<file path="src/rtl/pipe_pkg.sv">
// Shared types and helpers for the pipeline hazard/forwarding logic.
package pipe_pkg;

  localparam int REG_AW_DEF = 5;
  // Stage entries carry a fixed-width destination so the type is shared across REG_AW choices.
  localparam int HZ_DST_W = 16;

  typedef struct packed {
    logic                v;
    logic [HZ_DST_W-1:0] dst;
    logic                wr;
    logic                ld;
  } hz_entry_t;

  function automatic int sel_w(input int n);
    int w;
    w = 1;
    while ((1 << w) < (n + 1)) w++;
    return w;
  endfunction

endpackage

</file>
<file path="src/rtl/pipe_hazard_ctrl_hz_match.sv">
// One source operand compared against every in-flight stage entry; the youngest writer wins.
module hz_match
  import pipe_pkg::*;
#(
  parameter int REG_AW     = REG_AW_DEF,
  parameter int NUM_STAGES = 3,
  parameter int LOAD_LAT   = 1,
  localparam int SEL_W     = sel_w(NUM_STAGES)
) (
  input  logic [REG_AW-1:0] src_addr,
  input  logic              src_used,
  input  hz_entry_t         st [NUM_STAGES],
  output logic              hit,
  output logic [SEL_W-1:0]  idx,
  output logic              hazard
);

  // Scan oldest to youngest so the lowest matching stage index overwrites the result.
  always_comb begin
    hit    = 1'b0;
    idx    = '0;
    hazard = 1'b0;
    for (int i = NUM_STAGES - 1; i >= 0; i--) begin
      if (src_used && (src_addr != '0) && st[i].v && st[i].wr &&
          (st[i].dst == HZ_DST_W'(src_addr))) begin
        hit    = 1'b1;
        idx    = SEL_W'(i);
        hazard = st[i].ld && (i < LOAD_LAT);
      end
    end
  end

endmodule

</file>
<file path="src/rtl/pipe_hazard_ctrl.sv">
// Hazard/forwarding controller beside ID: tracks in-flight destinations, stalls on load-use,
// selects forwarding sources, honours flush, and flags stalls that run too long.
module pipe_hazard_ctrl
  import pipe_pkg::*;
#(
  parameter int REG_AW     = REG_AW_DEF,
  parameter int NUM_SRC    = 2,
  parameter int NUM_STAGES = 3,
  parameter int LOAD_LAT   = 1,
  parameter int MAX_STALL  = 8,
  localparam int SEL_W     = sel_w(NUM_STAGES)
) (
  input  logic                      clk,
  input  logic                      reset,
  input  logic                      id_valid,
  input  logic [NUM_SRC*REG_AW-1:0] id_src_addr,
  input  logic [NUM_SRC-1:0]        id_src_used,
  input  logic [REG_AW-1:0]         id_dst_addr,
  input  logic                      id_reg_write,
  input  logic                      id_is_load,
  input  logic                      flush,
  output logic                      id_ready,
  output logic                      stall,
  output logic                      if_hold,
  output logic [NUM_SRC*SEL_W-1:0]  fwd_sel,
  output logic [7:0]                stall_cnt,
  output logic                      watchdog_err
);

  localparam logic [7:0] MAX_STALL_L = 8'(MAX_STALL);

  function automatic logic [7:0] sat_inc(input logic [7:0] c);
    return (c == 8'hFF) ? c : c + 8'd1;
  endfunction

  hz_entry_t          st [NUM_STAGES];
  logic [NUM_SRC-1:0] src_hit;
  logic [NUM_SRC-1:0] src_hz;
  logic [SEL_W-1:0]   src_idx [NUM_SRC];
  logic               hazard;
  logic               issue;
  logic [7:0]         stall_cnt_nxt;

  for (genvar k = 0; k < NUM_SRC; k++) begin : g_src
    hz_match #(
      .REG_AW    (REG_AW),
      .NUM_STAGES(NUM_STAGES),
      .LOAD_LAT  (LOAD_LAT)
    ) u_match (
      .src_addr(id_src_addr[k*REG_AW +: REG_AW]),
      .src_used(id_src_used[k]),
      .st      (st),
      .hit     (src_hit[k]),
      .idx     (src_idx[k]),
      .hazard  (src_hz[k])
    );
  end

  // ID decision: flush and reset both override any hazard.
  assign hazard   = |src_hz;
  assign issue    = id_valid & ~hazard & ~flush & ~reset;
  assign stall    = id_valid & hazard & ~flush & ~reset;
  assign id_ready = issue;
  assign if_hold  = stall;

  always_comb begin
    fwd_sel = '0;
    for (int k = 0; k < NUM_SRC; k++) begin
      if (!reset && src_hit[k] && !src_hz[k]) fwd_sel[k*SEL_W +: SEL_W] = src_idx[k] + SEL_W'(1);
    end
  end

  assign stall_cnt_nxt = stall ? sat_inc(stall_cnt) : 8'd0;

  // Stage shift: destination fields flow freely, only valid bits and counters see reset.
  always_ff @(posedge clk) begin
    st[0].dst <= HZ_DST_W'(id_dst_addr);
    st[0].wr  <= id_reg_write;
    st[0].ld  <= id_is_load;
    for (int i = 1; i < NUM_STAGES; i++) begin
      st[i].dst <= st[i-1].dst;
      st[i].wr  <= st[i-1].wr;
      st[i].ld  <= st[i-1].ld;
    end
    if (reset) begin
      for (int i = 0; i < NUM_STAGES; i++) st[i].v <= 1'b0;
      stall_cnt    <= 8'd0;
      watchdog_err <= 1'b0;
    end else begin
      st[0].v <= issue;
      for (int i = 1; i < NUM_STAGES; i++) st[i].v <= st[i-1].v;
      stall_cnt <= stall_cnt_nxt;
      if (stall_cnt_nxt >= MAX_STALL_L) watchdog_err <= 1'b1;
    end
  end

endmodule

</file>
<file path="config.mk">
export PLATFORM = sky130hd
export DESIGN_NAME = pipe_hazard_ctrl
export DESIGN_NICKNAME = d
export VERILOG_FILES = /design/src/rtl/pipe_pkg.sv /design/src/rtl/pipe_hazard_ctrl_hz_match.sv /design/src/rtl/pipe_hazard_ctrl.sv
export SDC_FILE = /design/constraint.sdc
export NUM_CORES = 1
export LEC_CHECK = 0
export ABC_AREA = 0
export CAP_MARGIN = 30
export CORE_UTILIZATION = 42
export CTS_BUF_LIST = sky130_fd_sc_hd__clkbuf_8 sky130_fd_sc_hd__clkbuf_16
export DETAILED_ROUTE_END_ITERATION = 7
export GPL_TIMING_DRIVEN = 0
export PLACE_DENSITY = 0.74
export SKIP_LAST_GASP = 1
export SLEW_MARGIN = 20
export SYNTH_ARGS = -nofsm -noshare
export SYNTH_HDL_FRONTEND = slang
export SYNTH_SLANG_ARGS = --single-unit
</file>
<file path="constraint.sdc">
create_clock -name clk -period 2.12 [get_ports clk]
set_input_delay 0.424 -clock clk [delete_from_list [all_inputs] [get_ports clk]]
set_output_delay 0.424 -clock clk [all_outputs]
set_load 0.1 [all_outputs]
</file>
Yosys cells after proc, flatten, opt, wreduce, memory -nomap -nowiden
Index checks and enable logic that the tools add are counted.
Word-level totals
  register bits: 31
  bits in latches: 0
  RAM bits: 0
  ROM bits: 0
  bits of input ports: 23
  output and inout port bits: 16
  memories: 0
Cells by class
  add/subtract/negate cells: 3
  multiply operators: 0
  div/mod/pow operators: 0
  $lt $le $gt $ge: 1
  equality and inequality tests: 7
  shifts and indexed selects: 0
  multiplexer cells: 18
  bitwise operators: 9
  reductions and logical operators: 30
Operators by type and width (count)
  $eq A5 B5 Y1: 6
  $logic_and A1 B1 Y1: 24
  $mux W2: 8
  $mux W8: 2
  $reduce_bool A5 Y1: 2
  $add A8 B1 Y8 const B: 1
  $eq A8 B8 Y1 const B: 1
  $ge A8 B4 Y1 const B: 1
  $mux W1: 8
  $and A1 B1 Y1: 6
  $add A2 B1 Y2 const B: 2
  $logic_not A1 Y1: 3
  $not A1 Y1: 3
  $reduce_or A2 Y1: 1

Longest topological paths before layout
Gate-level depths: netlist of the first run.
  depth in word-level cells: 12
  mapped depth: 6
  depth with buffers taken out: 6

Modules after synthesis
A second synthesis of the first run with hierarchy kept.
Second synthesis, totals
  cells, all modules: 191
  area total of the unflattened synthesis: 1676.6 um^2
By module, submodules not included
  pipe_hazard_ctrl: instances 1, cells each 89, area each 1013.5 um^2, sequential area each 660.6 um^2
  hz_match: instances 2, cells each 51, area each 331.6 um^2, sequential area each 0.0 um^2

Worst setup path before layout of the first run
OpenSTA, ideal clock, no wires.
  path kind: input to output
  start: input id_src_addr[1]
  end: output fwd_sel[0]
  data arrival time: 3567 ps
  slack: -1871 ps
  stages: 5
  path buffers: 0
  cell sequence: or4_1 -> o21ai_1 -> or4_1 -> nand2b_1 -> o31ai_1
Between the ends
  word-level cells in the longest chain between the ends: 11
  elaborated cells between the ends (all ways): 25
Ends and longest elaborated chain
  start, declared: line pipe_hazard_ctrl.sv:16  | input logic [NUM_SRC*REG_AW-1:0] id_src_addr,
  branches (longest 10 deep; another with $add A2 B1 Y2)
  $mux W2 (*): line pipe_hazard_ctrl.sv:69  | if (!reset && src_hit[k] && !src_hz[k]) fwd_sel[k*SEL_W +: SEL_W] = src_idx[k] + SEL_W'(1);
  end, declared: line pipe_hazard_ctrl.sv:25  | output logic [NUM_SRC*SEL_W-1:0] fwd_sel,
Every way passes the cells marked *.

Worst setup path after layout of the first run
  start: register st[4] (netlist name)
  end: output fwd_sel[2]
Between the ends
  word-level cells in the longest chain between the ends: 8
Ends and longest elaborated chain
  $eq A5 B5 Y1: line pipe_hazard_ctrl_hz_match.sv:25  | (st[i].dst == HZ_DST_W'(src_addr))) begin
  $logic_and A1 B1 Y1: line pipe_hazard_ctrl_hz_match.sv:24  | if (src_used && (src_addr != '0) && st[i].v && st[i].wr &&
  $mux W1 (3 in series): line pipe_hazard_ctrl_hz_match.sv:24
  $logic_and A1 B1 Y1 (2 in series): line pipe_hazard_ctrl.sv:69
  $mux W2: line pipe_hazard_ctrl.sv:69
Every way passes these cells.

==> metrics.md, run 1 <==
| Metric | Value |
|---|---|
| Hold-fix buffers, CTS | 0 |
| Max Clock Skew | 11.7 ps |
| Post-route DRC | 0 |
| First-pass GRT wire length | 5.30 mm |
| Gate power share | 13.7% |
| DR vias/cell | 5.08 |
| Most frequent cells in the layout | dfxtp_1, xnor2_2, dfxtp_2 |
| PortBufs | 37 |
| Crit Path Category | reg -> out |
| Crit Path Max Fanout | 2 |
| Crit path capture type | output port |
| CTS tree | done |
| Wirelength per Cell | 13.7 microns |
| Initial Utilization | 45.0% |
| Crit path time final | 2580 ps |
| Max-slew violation count | 0 |
| CTS clock-pin slew for the worst setup and hold paths | 60 ps |
| Post-Syn Instances | 139 |
| R2R Setup Slk | 320 ps |
| DRT antenna net count | 0 |
| Failing checks | setup timing |
| Final Worst Setup Slack | -465 ps |
| Int Power | 0.930 mW |
| Worst slew margin | 36.7% |
| Overall power | 1.24 mW |
| Vias in the first global route | 1161 |
| Grt total ovfl | 0 |
| CP Data Required Time | 1700 ps |
| Seq/Total Area, Yosys | 44.8% |
| Hpwl dp | 2.31 mm |
| Period utilisation layout | 122% |
| Die height | 59.4 microns |
| Hold WC Path Type | reg -> reg |
| Sequential power share | 50.5% |
| Post-synthesis average cell area | 9.96 sq um |
| Outcome | finished, violations left |
| Post-route design area | 2270 sq um |
| Worst setup SP type | flip-flop |
| TritonCTS Buffers | 5 |
| Clock Sinks | 31 |
| Initial antenna violation count | 0 |
| Final WL | 3.22 mm |
| Clk root buf | clkbuf_8 |
| Synth Net Count | 163 |
| # rows | 20 |
| DR vias | 1194 |
| Die W | 59.4 microns |
| Pwr Density | 548 nW/um^2 |
| I/O Pins | 39 |
| Hold WS | 361 ps |
| Clock Latency Late Sink | 290 ps |
| Final #Nets | 214 |
| Most common cell after layout, fill and taps aside | dfxtp_1 |
| Post-Syn Area | 1380 sq um |
| Global placer's final weighted congestion | 0.905 |
| Yosys reg bits | 31 |
| Area added between synthesis and finish | 64.1% |
| Max frequency | 387 MHz |
| Critical path arrival | 2160 ps |
| Worst Tran Pin Value | 954 ps |
| Diodes inserted | 0 |
| CTS Buffer Depth | 2 |
| Die area | 3530 sq um |
| Clock power frac | 35.8% |
| RSZ-0062 raised after global routing | true |
| Unique masters post-synth | 35 |
| Drt initial violations | 45 |
| Largest net degree at the start of global routing | 11 |
| Peak supply drop | 0.000464 V |
| Leakage power | 0.893 nW |
| Layout cells sized above 1 | 43.5% |
| H-tree depth | 2 |
| Max cap viols | 0 |
| Switching Share | 25.2% |
| Final hold violations | 0 |
| Core box area | 3080 sq um |
| Total GRT Usage | 21.3% |
| Pre-antenna DRT Iters | 4 |
| Net Sw Power | 0.314 mW |
| Post-DP Area | 1970 sq um |
| Endpoints failing setup | 7 |
| Synthesis Warnings | 0 |
## critical path, cell delays in order, from the launching register on
cell     delay, ps
dfxtp_2        370
xnor2_2        120
nand4_1        120
or4_4          520
or3b_4         400
a21oi_4        150
buf_12         190
## final timing paths
check,from,endpoint,cells past startpoint
setup / recovery,st[4]$_DFF_P_,fwd_sel[2],6
hold / removal,st[20]$_DFF_P_,st[1]$_DFF_P_,0
setup reg to reg,st[44]$_DFF_P_,watchdog_err$_SDFFE_PP0P_,6
hold reg to reg,st[20]$_DFF_P_,st[1]$_DFF_P_,0
## kinds of logic (layout without fill, tap and decap cells)
family	count (synthesis)	count (layout)	share of synthesized area [%]
buffers and inverters	5	57	1.72
and+or+nand+nor	51	51	21.4
xor gates and xnor gates	32	32	20.3
DFF	31	31	44.8
muxes	2	2	1.45
adders and majority gates	1	1	0.904
AOI/OAI and AO/OA	17	17	9.40
## cell usage after synthesis
cell type	count	area (sq um)
nor3_1	3	15.0
a31oi_1	2	12.5
nor2b_1	2	12.5
a211oi_1	2	15.0
and3_1	2	12.5
nand4_1	8	50.1
and2_1	2	12.5
buf_2	1	5.00
a221oi_2	1	15.0
nand3_1	6	30.0
a21oi_1	2	10.0
o21ai_0	3	15.0
or3b_1	1	8.76
ha_1	1	12.5
nand2_1	5	18.8
o211ai_4	1	21.3
clkbuf_1	1	3.75
and4_1	1	8.76
xor2_1	6	52.6
inv_2	1	3.75
buf_4	1	7.51
inv_1	1	3.75
o31ai_1	1	7.51
nor4_2	2	25.0
o22ai_1	1	6.26
o31a_1	1	8.76
xnor2_1	26	228
dfxtp_1	31	621
o21ai_2	1	8.76
mux2i_1	2	20.0
nand2b_1	2	12.5
or4_1	6	45.0
nor3b_1	1	7.51
nor2_1	10	37.5
o21ai_1	2	10.0
## per-stage QoR
step,setup slack (ps),TNS (ps),instances,util (%)
after floorplan,-577,-2250,139,-
after global routing,-532,-2500,235,73.8
after global placement,-1850,-15430,220,64.1
final,-465,-1990,235,73.8
after CTS,-550,-2170,231,70.4
after detailed placement,-1850,-15950,220,64.1
## layer usage
layer  vias to the layer above  track usage, %  part of all wire [%]
met5                         -               0                     0
met4                         0            11.2                   2.0
met1                       558            22.8                    41
met2                        35            37.1                    52
li1                        595               -                     -
met3                         6            6.77                   4.3
## power groups by stage
stage / Combinational [mW] / Clock [mW] / Sequential, mW
floorplan: 0.0811 / 0 / 0.632
global placement: 0.144 / 0 / 0.636
detailed placement: 0.146 / 0 / 0.637
CTS: 0.153 / 0.461 / 0.627
global route: 0.182 / 0.491 / 0.630
finish: 0.171 / 0.445 / 0.628
## layout make-up
class | count | area [sq um]
multi-input cells | 103 | 966
plain buffers | 3 | 20.0
flip-flops and latches | 31 | 648
repair buffers | 44 | 484
clock inverters | 3 | 16.3
well taps | 44 | 55.1
inverters | 2 | 12.5
clock buffers | 5 | 68.8
fillers | 223 | 807
## state kept, by name (all words and copies together), names as in the netlist
register and cells:
stall_cnt 8, st 22, watchdog_err 1
## repair_timing
action,in CTS,in global routing
gates resized for setup,143,21
setup buffers,4,4
gates cloned,0,0
endpoints found under the setup margin,25,8
pin swaps,17,10
No activity file was read; power rests on OpenSTA's default activity.
==> run 2: changes to the inputs <==
--- a/config.mk
+++ b/config.mk
@@ -7,6 +7,7 @@
 export LEC_CHECK = 0
 export ABC_AREA = 0
 export CAP_MARGIN = 30
+export CORE_MARGIN = 2
 export CORE_UTILIZATION = 42
 export CTS_BUF_LIST = sky130_fd_sc_hd__clkbuf_8 sky130_fd_sc_hd__clkbuf_16
 export DETAILED_ROUTE_END_ITERATION = 7
==> metrics.md, run 2 (synthesized netlist as in run 1, its figures left out) <==
| Metric | Value |
|---|---|
| First-pass GRT wire length | 5.58 mm (+5.3%) |
| Worst Hold Depth | 0 (unchanged) |
| CTS tree | done |
| CTS clock-pin slew for the worst setup and hold paths | 60 ps (about the same) |
| Largest registers | st x22, stall_cnt x8, watchdog_err x1 |
| Hpwl dp | 2.57 mm (+11%) |
| PortBufs | 37 (unchanged) |
| Outcome | finished, violations left |
| Most frequent cells in the layout | dfxtp_1, xnor2_1, buf_4 |
| Hold WC Path Type | reg -> reg |
| Largest net degree at the start of global routing | 11 (unchanged) |
| Post-DP Area | 1970 sq um (unchanged) |
| Post-route DRC | 0 (unchanged) |
| Max frequency | 377 MHz (-2.5%) |
| I/O Pins | 39 (unchanged) |
| Grt total ovfl | 0 (unchanged) |
| Final #Nets | 216 (+0.93%) |
| Worst R2R End | watchdog_err$_SDFFE_PP0P_ |
| Most common cell after layout, fill and taps aside | dfxtp_1 |
| Global placer's final weighted congestion | 0.800 (-12%) |
| Reg-to-Reg Start | st[44]$_DFF_P_ |
| H-tree depth | 2 (unchanged) |
| TritonCTS Buffers | 5 (unchanged) |
| Sequential power share | 47.5% (-3.0 points) |
| Max-slew violation count | 0 (unchanged) |
| Drt initial violations | 104 (+130%) |
| Vias in the first global route | 1189 (+2.4%) |
| Clock Latency Late Sink | 290 ps (about the same) |
| Non-Filler Instances | 237 (+0.85%) |
| Critical Path Max Stage Delay | 540 ps (+20 ps) |
| Clk root buf | clkbuf_8 |
| Area added between synthesis and finish | 63.4% |
| Max reg flops | 22 (unchanged) |
| Final Worst Setup Slack | -530 ps (-65.0 ps) |
| Core box area | 3100 sq um (+0.81%) |
| # rows | 20 (unchanged) |
| CTS Buffer Depth | 2 (unchanged) |
| Initial Utilization | 44.6% (-0.36 points) |
| Crit path capture type | output port |
| Hold WS | 362 ps (+0.489 ps) |
| Critical path arrival | 2230 ps (+70 ps) |
| Biggest register | st |
| Pwr Density | 583 nW/um^2 (+6.4%) |
| DRT antenna net count | 0 (unchanged) |
| Crit path time final | 2650 ps (+65.0 ps) |
| Max cap viols | 0 (unchanged) |
| RSZ-0062 raised after global routing | true |
| Final hold violations | 0 (unchanged) |
| Post-placement cell count | 220 (unchanged) |
| Worst slew margin | 35.1% (-1.5 points) |
| Wirelength per Cell | 15.3 microns (+12%) |
| Crit Path Category | reg -> out |
| Hold-fix buffers, CTS | 0 (unchanged) |
| DR vias/cell | 5.10 (+0.32%) |
| Cell breakdown of the critical path | xnor2_1 > nand4_1 > or4_4 > or3b_4 > a21oi_4 > buf_12 |
| Die area | 3770 sq um (+6.8%) |
| Post-route design area | 2260 sq um (-0.44%) |
| Pre-antenna DRT Iters | 4 (unchanged) |
| R2R Setup Slk | 280 ps (-40 ps) |
| Die W | 61.4 microns (+3.4%) |
| DR vias | 1208 (+1.2%) |
| Int Power | 0.994 mW (+6.9%) |
| Max Clock Skew | 4.87 ps (-6.78 ps) |
| Peak supply drop | 0.000470 V (+1.2%) |
| Diodes inserted | 0 (unchanged) |
| Initial antenna violation count | 0 (unchanged) |
| Worst reg-to-reg path cell count | 6 (unchanged) |
| Endpoints failing setup | 7 (unchanged) |
| Period utilisation layout | 125% (+3.1 points) |
| Final WL | 3.63 mm (+13%) |
| CP Data Required Time | 1700 ps (about the same) |
| Switching Share | 24.6% (-0.67 points) |
| Fillers | 236 (+5.8%) |
| Clock power frac | 39.6% (+3.8 points) |
| Post-route setup TNS | -2310 ps (-320 ps) |
| Gate power share | 12.9% (-0.8 points) |
| Leakage power | 0.884 nW (-1.0%) |
| Total GRT Usage | 21.5% (+0.19 points) |
| Die height | 61.4 microns (+3.4%) |
| Crit Path Max Fanout | 2 (unchanged) |
| Net Sw Power | 0.323 mW (+3.1%) |
| Worst setup SP type | flip-flop |
| Slowest CP cell | or4_4 |
| Hold Crit Start | st[20]$_DFF_P_ |
| Failing checks | setup timing |
| Layout cells sized above 1 | 43.0% (-0.45 points) |
| Clock Sinks | 31 (unchanged) |
| Worst Tran Pin Value | 977 ps (+23.1 ps) |
| WHS Endpoint | st[1]$_DFF_P_ |
-- run 2: cell types whose count changed in the layout (fill, tap and decap cells not counted), moves of 2 or more --
cell,previous run,this run
buf_12,8,6
dfxtp_2,13,11
buf_6,5,3
clkbuf_8,5,7
xnor2_1,12,15
xnor2_2,14,11
buf_4,8,13
-- run 2: area by class of cell --
cell class / instances / area, sq um / share of cell area, %
plain buffers: 3 / 20.0 / 0.885
clock buffers: 7 / 96.3 / 4.26
clock inverters: 1 / 7.51 / 0.332
inverters: 2 / 12.5 / 0.553
multi-input cells: 103 / 947 / 41.9
flip-flops and latches: 31 / 649 / 28.7
well taps: 44 / 55.1 / 2.43
repair buffers: 46 / 473 / 20.9
-- run 2: how the worst max path moves through the flow --
stage / start / endpoint / slack, ps / cells after the start
floorplan: id_src_addr[1] / fwd_sel[0] / -580 / 5
global placement: id_src_addr[7] / fwd_sel[2] / -1860 / 7
detailed placement: id_src_addr[6] / fwd_sel[2] / -1890 / 7
CTS: id_src_addr[9] / fwd_sel[2] / -540 / 7
global route: st[6]$_DFF_P_ / fwd_sel[2] / -610 / 6
finish: st[6]$_DFF_P_ / fwd_sel[2] / -530 / 6
-- run 2: repair_timing --
item	CTS	global route
pin swaps	13	16
gates resized for setup	131	24
buffers inserted	6	3
setup endpoints to repair	26	8
-- run 2: power groups by stage --
stage	clock network, mW	logic (mW)	registers (mW)
3_5_place_dp	0	0.148	0.637
2_1_floorplan	0	0.0811	0.632
4_1_cts	0.528	0.153	0.625
5_1_grt	0.557	0.180	0.628
6_report	0.522	0.170	0.625
3_3_place_gp	0	0.144	0.635
-- run 2: per-layer routing --
| layer | vias up | global-route usage [%] | wire (microns) |
|---|---|---|---|
| met1 | 565 | 23.0 | 1390 |
| met4 | 0 | 8.81 | 52 |
| li1 | 599 | - | - |
| met2 | 37 | 38.0 | 1990 |
| met3 | 7 | 7.98 | 195 |
| met5 | - | 0 | 0 |
-- run 2: worst max-delay path, delay by kind of cell, from the launching register on --
family | cells | cell delay (ps)
AOI/OAI and AO/OA | 1 | 150
DFF | 1 | 330
and+or+nand+nor | 3 | 1090
xor gates and xnor gates | 1 | 170
buffers and inverters | 1 | 190
-- run 2: metrics by stage --
stage	util [%]	power [mW]	worst slack [ps]
6_report	72.9	1.32	-530
5_1_grt	72.9	1.37	-605
4_1_cts	69.8	1.31	-541
3_5_place_dp	63.5	0.785	-1890
3_3_place_gp	63.5	0.779	-1860
2_1_floorplan	-	0.714	-577
==> run 3: changes to the inputs <==
--- a/config.mk
+++ b/config.mk
@@ -10,6 +10,7 @@
 export CORE_MARGIN = 2
 export CORE_UTILIZATION = 42
 export CTS_BUF_LIST = sky130_fd_sc_hd__clkbuf_8 sky130_fd_sc_hd__clkbuf_16
+export CTS_CLUSTER_DIAMETER = 60
 export DETAILED_ROUTE_END_ITERATION = 7
 export GPL_TIMING_DRIVEN = 0
 export PLACE_DENSITY = 0.74
==> results of run 3 <==
Final layout, timing and power as in run 2 (identical DEF).
